$ cat config.mk
export PLATFORM = sky130hd
export DESIGN_NAME = dmem_arbiter
export DESIGN_NICKNAME = d
export VERILOG_FILES = /design/src/rtl/dmem_arbiter_pkg.sv /design/src/rtl/dmem_addr_check.sv /design/src/rtl/dmem_arbiter.sv
export SDC_FILE = /design/constraint.sdc
export NUM_CORES = 1
export LEC_CHECK = 0
export ABC_AREA = 1
export CAP_MARGIN = 20
export CORE_MARGIN = 1.5
export CORE_UTILIZATION = 40
export CTS_CLUSTER_SIZE = 14
export DETAILED_ROUTE_END_ITERATION = 10
export PLACE_DENSITY = 0.88
export SYNTH_ARGS = -nofsm -noshare
export SYNTH_HDL_FRONTEND = slang
export SYNTH_SLANG_ARGS = --single-unit
$ cat constraint.sdc
create_clock -name clk -period 1.8 [get_ports clk]
set_input_delay 0.36 -clock clk [delete_from_list [all_inputs] [get_ports clk]]
set_output_delay 0.36 -clock clk [all_outputs]
set_load 0.1 [all_outputs]
$ cat src/rtl/dmem_arbiter_pkg.sv
// Shared encodings for the data-memory arbiter, memory map decoder and loader.
// Holds FSM states, requester ids and the MMIO window geometry.
package dmem_arbiter_pkg;

    localparam logic [31:0] PERIPH_BASE = 32'h4000_0000;
    localparam logic [31:0] MMIO_BYTES  = 32'd64;

    typedef enum logic {
        ST_IDLE,
        ST_ACCESS
    } state_t;

    typedef enum logic {
        OWN_M0,
        OWN_M1
    } owner_t;

endpackage

$ cat src/rtl/dmem_addr_check.sv
// Combinational legality check for a data-port address.
// Legal: word aligned and inside RAM or the MMIO window.
module dmem_addr_check #(
    parameter int          RAM_SIZE    = 256,
    parameter logic [31:0] PERIPH_BASE = dmem_arbiter_pkg::PERIPH_BASE
) (
    input  logic [31:0] addr,
    output logic        bad
);
    import dmem_arbiter_pkg::*;

    localparam logic [31:0] RAM_BYTES  = 32'(RAM_SIZE * 4);
    localparam logic [31:0] PERIPH_END = PERIPH_BASE + MMIO_BYTES;

    logic aligned;
    logic in_ram;
    logic in_mmio;

    assign aligned = (addr[1:0] == 2'b00);
    assign in_ram  = (addr < RAM_BYTES);
    assign in_mmio = (addr >= PERIPH_BASE) && (addr < PERIPH_END);
    assign bad     = !aligned || !(in_ram || in_mmio);

endmodule

$ cat src/rtl/dmem_arbiter.sv
// Two-master arbiter for the data-memory / MMIO port.
// m0 has priority; a streak counter forces an m1 grant after FAIR_LIMIT wins.
module dmem_arbiter #(
    parameter int          RAM_SIZE    = 256,
    parameter int          FAIR_LIMIT  = 4,
    parameter logic [31:0] PERIPH_BASE = dmem_arbiter_pkg::PERIPH_BASE
) (
    input  logic        clk,
    input  logic        reset,
    input  logic        m0_req,
    input  logic        m0_we,
    input  logic [31:0] m0_addr,
    input  logic [31:0] m0_wdata,
    output logic        m0_gnt,
    output logic        m0_rvalid,
    input  logic        m1_req,
    input  logic        m1_we,
    input  logic [31:0] m1_addr,
    input  logic [31:0] m1_wdata,
    output logic        m1_gnt,
    output logic        m1_rvalid,
    output logic [31:0] rdata,
    output logic        err,
    output logic [31:0] mem_addr,
    output logic [31:0] mem_wdata,
    output logic        mem_read,
    output logic        mem_write,
    input  logic [31:0] mem_rdata
);
    import dmem_arbiter_pkg::*;

    localparam int            SW    = $clog2(FAIR_LIMIT + 1);
    localparam logic [SW-1:0] LIMIT = SW'(FAIR_LIMIT);

    state_t        state;
    owner_t        owner;
    logic          bad_q;
    logic [SW-1:0] streak;

    logic          pick_m1;
    logic          sel_we;
    logic [31:0]   sel_addr;
    logic [31:0]   sel_wdata;
    logic          sel_bad;

    assign pick_m1   = m1_req && (!m0_req || streak == LIMIT);
    assign sel_we    = pick_m1 ? m1_we    : m0_we;
    assign sel_addr  = pick_m1 ? m1_addr  : m0_addr;
    assign sel_wdata = pick_m1 ? m1_wdata : m0_wdata;

    dmem_addr_check #(
        .RAM_SIZE    (RAM_SIZE),
        .PERIPH_BASE (PERIPH_BASE)
    ) u_addr_check (
        .addr (sel_addr),
        .bad  (sel_bad)
    );

    always_ff @(posedge clk or negedge reset) begin
        if (!reset) begin
            state     <= ST_IDLE;
            owner     <= OWN_M0;
            bad_q     <= 1'b0;
            streak    <= '0;
            m0_gnt    <= 1'b0;
            m1_gnt    <= 1'b0;
            m0_rvalid <= 1'b0;
            m1_rvalid <= 1'b0;
            rdata     <= '0;
            err       <= 1'b0;
            mem_addr  <= '0;
            mem_wdata <= '0;
            mem_read  <= 1'b0;
            mem_write <= 1'b0;
        end else begin
            m0_rvalid <= 1'b0;
            m1_rvalid <= 1'b0;
            unique case (state)
                ST_IDLE: begin
                    if (m0_req || m1_req) begin
                        state     <= ST_ACCESS;
                        owner     <= pick_m1 ? OWN_M1 : OWN_M0;
                        bad_q     <= sel_bad;
                        mem_addr  <= sel_addr;
                        mem_wdata <= sel_wdata;
                        mem_read  <= !sel_we && !sel_bad;
                        mem_write <= sel_we && !sel_bad;
                        m0_gnt    <= !pick_m1;
                        m1_gnt    <= pick_m1;
                        // streak only grows while m1 is actually waiting
                        if (!pick_m1 && m1_req) begin
                            if (streak != LIMIT) begin
                                streak <= streak + SW'(1);
                            end
                        end else begin
                            streak <= '0;
                        end
                    end
                end
                ST_ACCESS: begin
                    state     <= ST_IDLE;
                    m0_gnt    <= 1'b0;
                    m1_gnt    <= 1'b0;
                    mem_read  <= 1'b0;
                    mem_write <= 1'b0;
                    m0_rvalid <= (owner == OWN_M0);
                    m1_rvalid <= (owner == OWN_M1);
                    rdata     <= mem_read ? mem_rdata : '0;
                    err       <= bad_q;
                end
            endcase
        end
    end

endmodule

=== Word-level counts from Yosys, hierarchy flattened ===
Cells that the tools add are included.

* Muxes and demuxes: 19
* Reductions and logical operators: 18
* Bitwise operators: 2
* Add/sub/neg operators: 1
* $lt $le $gt $ge: 3
* Eq/ne operators: 4

{| class="wikitable"
|+ Operators by type and width
! kind !! number
|-
| 32-bit two-way mux || 3
|-
| 32-bit by 31-bit greater-or-equal comparator with 1-bit output (second input constant) || 1
|-
| 32-bit by 11-bit less-than comparator with 1-bit output (second input constant) || 1
|-
| 32-bit by 31-bit less-than comparator with 1-bit output (second input constant) || 1
|-
| 1-bit one-hot mux with 2 select lines || 5
|-
| 1-bit two-way mux || 9
|-
| 1-bit logical NOT || 6
|-
| 3-bit two-way mux || 2
|-
| 1-bit logical AND || 5
|-
| 1-bit logical OR || 4
|-
| 3-bit by 1-bit adder with 3-bit output (second input constant) || 1
|-
| 3-bit equality test (second input constant) || 1
|-
| 3-bit inequality test (second input constant) || 1
|-
| 3-bit AND reduction || 1
|-
| 2-bit logical NOT || 1
|-
| 2-bit by 1-bit inequality test with 1-bit output (second input constant) || 1
|-
| 2-bit inequality test (second input constant) || 1
|-
| 1-bit NOT || 2
|-
| 2-bit AND reduction || 1
|}

* Bits of input ports: 166
* Logic and storage cells: 61
* Output and inout port bits: 103
* Register bits after elaboration: 109

=== Longest topological paths before layout ===
* Depth after elaboration: 13
* Gate-level depth with buffers: 14
* Mapped depth without buffers: 13

=== Hierarchy ===
Synthesis repeated with hierarchy kept, for this count alone.

* Cell total of the unflattened synthesis: 732
* Area, all modules: 5,585.4 um^2

{| class="wikitable"
|+ Modules (own cells, without submodules)
! module !! cells an instance !! seq. area each (um^2) !! area each (um^2) !! instances
|-
| dmem_arbiter || 690 || 2,727.6 || 5,417.7 || 1
|-
| dmem_addr_check || 42 || 0.0 || 167.7 || 1
|}

=== Worst setup path after synthesis ===
Ideal clock, no wire load.

* Path type: reg-to-reg
* From: reg mem_read
* To: reg rdata[22]
* Period minus slack after synthesis: 1.645 ns
* Arrival: 1.578 ns
* Required time: 1.732 ns
* Setup time: 0.068 ns
* Buffers on the path: 2
* Slack: 0.155 ns
* Stages on the path, launching flop included: 5
* Cells stage by stage: dfrtp_1 clkbuf_1 clkbuf_1 nand3_1 nand2_1

* Longest elaborated chain between the ends: 1

{| class="wikitable"
|+ Ends and longest elaborated chain
! what !! line !! RTL
|-
| start: declaration || dmem_arbiter.sv:26 || <nowiki>output logic mem_read,</nowiki>
|-
| start signal: assignment || dmem_arbiter.sv:86 || <nowiki>mem_read <= !sel_we && !sel_bad;</nowiki>
|-
| 32-bit two-way mux || dmem_arbiter.sv:108 || <nowiki>rdata <= mem_read ? mem_rdata : '0;</nowiki>
|-
| end signal: assignment || dmem_arbiter.sv:108 ||
|-
| end: declaration || dmem_arbiter.sv:22 || <nowiki>output logic [31:0] rdata,</nowiki>
|}

No other way between the ends.
A chain may end at the register's enable or synchronous reset.

=== Final worst setup path ===
* From: reg streak[1]
* To: reg mem_read

* Longest elaborated chain between the ends: 13
* Elaborated cells between the ends (all ways): 19
* Those cells by class: order compare: 3; eq/ne: 1; mux: 4; reduce/logical: 11

{| class="wikitable"
|+ Ends and longest elaborated chain
! what !! line !! RTL
|-
| start: declaration || dmem_arbiter.sv:38 || <nowiki>logic [SW-1:0] streak;</nowiki>
|-
| start signal: assignment || dmem_arbiter.sv:93 || <nowiki>streak <= streak + SW'(1);</nowiki>
|-
| 3-bit equality test * || dmem_arbiter.sv:46 || <nowiki>assign pick_m1 = m1_req && (!m0_req || streak == LIMIT);</nowiki>
|-
| 1-bit logical OR * || dmem_arbiter.sv:46 ||
|-
| 1-bit logical AND * || dmem_arbiter.sv:46 ||
|-
| 32-bit two-way mux || dmem_arbiter.sv:48 || <nowiki>assign sel_addr = pick_m1 ? m1_addr : m0_addr;</nowiki>
|-
| 32-bit by 31-bit greater-or-equal comparator with 1-bit output / 32-bit by 31-bit less-than comparator with 1-bit output (equally long branches) || dmem_addr_check.sv:21 || <nowiki>assign in_mmio = (addr >= PERIPH_BASE) && (addr < PERIPH_END);</nowiki>
|-
| 1-bit logical AND || dmem_addr_check.sv:21 ||
|-
| 1-bit logical OR || dmem_addr_check.sv:22 || <nowiki>assign bad = !aligned || !(in_ram || in_mmio);</nowiki>
|-
| 1-bit logical NOT || dmem_addr_check.sv:22 ||
|-
| 1-bit logical OR || dmem_addr_check.sv:22 ||
|-
| 1-bit logical NOT || dmem_arbiter.sv:86 ||
|-
| 1-bit logical AND * || dmem_arbiter.sv:86 ||
|-
| 1-bit two-way mux * || dmem_arbiter.sv:80 || <nowiki>if (m0_req || m1_req) begin</nowiki>
|-
| 1-bit one-hot mux with 2 select lines * || dmem_arbiter.sv:78 || <nowiki>unique case (state)</nowiki>
|}

Every way passes the cells marked *; elsewhere a longest branch is shown, timed or not. The select of a mux whose other input is x is not followed.

==> impl_metrics.toml <==
[floorplan]
rows = 41
io_pins = 269
start_util = 0.407
die_h_um = 116
die_area_um2 = 13400
dieWidth_um = 116
core-area_um2 = 12500

[final_layout]
drive_gt1_frac = 0.229
fin_nets = 1085
final_cell_mix = "nand2_1 (188), clkdlybuf4s50_1 (163), nand3_1 (134)"
n_antenna_cell = 0
final_common_cell = "nand2_1"
area_growth_syn_to_layout_pct = 91.2
final_area_um2 = 9750

[global_route]
grt_pass1_vias = 5588
grt-ovfl-total = 0
grt_max_degree = 56
antenna_found_initial = 0
grt_first_pass_wirelength_um = 28000
track_usage = 0.270

[sta]
fmax_mhz = 520
slew_headroom = 0.768
tns_ps = -416
worst_slew_pin_slew_ps = 349
fin_crit_sh = 1.07
skew_ps = 8.68
rsz0062_at_grt = "yes"
setup_ws_ps = -123
slew_violations = 0
setup-violations-final = 6
hold_viol_final = 0
min_period_ps = 1920

[cts]
cts_tree = "built"
cts_buffers = 9
path_clk_slew_ps = 70
cts_num_sinks = 109
clock_path_buffers = 2
cts_htree_levels = 3
cts_root_buf = "clkbuf_16"
clk_latency_ps = 350

[power]
leakage_nw = 4.59
power.density_nw_per_um2 = 1030
power_mw = 10.0
ir_drop_uv = 758

[detailed_routing]
drt-initial-drc-count = 402
drt-total-wl_um = 18600
ant_nets = 0
vias_per_cell = 5.12
dr.pass1.iters = 5
vias = 5584
wire_per_inst_um = 17.0
drc = 0

[setup_path]
path_class = "reg2reg"
ff2ff_setup_slack_ps = -120
cp.arrival_ps = 2200
cp-start-kind = "flop"
crit_path_end_kind = "flop"
cp_max_fo = 6
cp_data_required_time_ps = 2080

[synth]
synthSimpleGateAreaFrac = 0.336
ys_ff_latch = 109
netlist_area_um2 = 5100
synth_top_family_by_area = "simple AND/OR/NAND/NOR gates"
synth_area_per_cell_um2 = 8.15
synth_cell_types = 27
synth-seq-area-share = 0.535
syn_nets = 794
yosys_warnings = 0
synth_fa_ha_area_frac = 0.00491
synth_xor_area_frac = 0
muxShareOfSynthArea = 0
synth_compound_area_frac = 0.0545
syn-instance-count = 626

[min_path]
hp-class = "in2async"

[place]
dpl_cell_area_um2 = 9270
dp_hpwl_um = 13600
dp_slack_ps = -307
place.gp.congestion = 0.863
io_buffers = 268

[outcome]
status = "finished, violations left"
violations = "setup timing"

[job]
maxCapViolCount = 0
## layer usage
metal | up-vias | share of wire | track usage
met1 | 2652 | 0.37 | 0.315
li1 | 2611 | - | -
met2 | 269 | 0.52 | 0.460
met3 | 52 | 0.073 | 0.0732
met4 | 0 | 0.038 | 0.135
met5 | - | 0 | 0
## area by class of cell
type                       instances  area (um2)
multi-input combinational        437        2130
clock inverter                     2        15.0
tap                              172         215
inverter                          35         131
clock buffer                      10         229
timing repair buffer             325        4300
fill                             779        2760
sequential                       109        2730
## cells by family (layout without fill, tap and decap cells)
| group | after synthesis | count (layout) |
|---|---|---|
| AND/OR/NAND/NOR | 384 | 384 |
| flip-flops | 109 | 109 |
| buffers and inverters | 80 | 372 |
| adder cells (fa/ha/maj) | 2 | 2 |
| AO/OA/AOI/OAI | 51 | 51 |
## critical path, stage by stage, from the launching register on
cell     delay (ps)
dfrtp_1         370
inv_2            60
ha_4            160
nand2_4          70
nand2_4          60
nand2_4          90
buf_6           120
buf_8           120
buf_6           120
nand2_2          60
nand2_2          70
nand2_1          50
nor2_1           90
nand2_1          90
nor2_2          150
nand3_1          90
nand2_1          80
## metrics by stage
stage	hold slack [ps]	utilization	instances
2_1_floorplan	64.4	-	626
3_3_place_gp	254	0.741	1064
3_5_place_dp	260	0.741	1064
4_1_cts	434	0.772	1084
5_1_grt	459	0.779	1090
6_report	450	0.779	1090
## cell usage after synthesis
master / instances / area, um2
buf_2: 20 / 100
o21ai_1: 2 / 10.0
a21oi_2: 1 / 8.76
o21ai_0: 39 / 195
o22ai_1: 1 / 6.26
clkbuf_1: 18 / 67.6
buf_1: 2 / 7.51
nor2_1: 16 / 60.1
or2_2: 2 / 12.5
nand2_1: 204 / 766
inv_2: 2 / 7.51
a21oi_1: 3 / 15.0
nand2_2: 1 / 6.26
and2_0: 1 / 6.26
buf_6: 3 / 33.8
nor3_1: 1 / 5.00
clkinv_1: 1 / 3.75
nand3b_1: 19 / 143
dfrtp_1: 109 / 2730
nand3_1: 136 / 681
o21a_1: 1 / 7.51
nand2_4: 2 / 22.5
ha_1: 2 / 25.0
buf_4: 2 / 15.0
inv_1: 32 / 120
o21ai_2: 4 / 35.0
nor2_2: 2 / 12.5
## flip-flops by register name, indices dropped and copies added, names as in the netlist, 3 cells and up
name	cells
rdata	32
mem_wdata	32
streak	3
mem_addr	32
## power breakdown
part | internal (mW) | switching, mW
Sequential | 2.77 | 0.361
Combinational | 1.91 | 3.18
Clock | 0.910 | 0.866
## timing repair
item                                    in CTS  in global routing
gates cloned                                 1                  0
buffers inserted                             6                  7
endpoints found under the setup margin       6                 10
pin swaps                                    7                 22
hold endpoints to repair                    16                  0
resized for setup                           20                 23
hold buffers                                 1                  0
## final timing paths
kind,startpoint,end,cells past startpoint
worst min register to register,owner,m0_rvalid,1
worst max register to register,streak[1],mem_read,16
worst max-delay path,streak[1],mem_read,16
worst min-delay path,reset,mem_addr[29],2
max in group asynchronous,reset,rdata[3],3
min in group clk,owner,m0_rvalid,1
(Power assumes the default switching activity.)
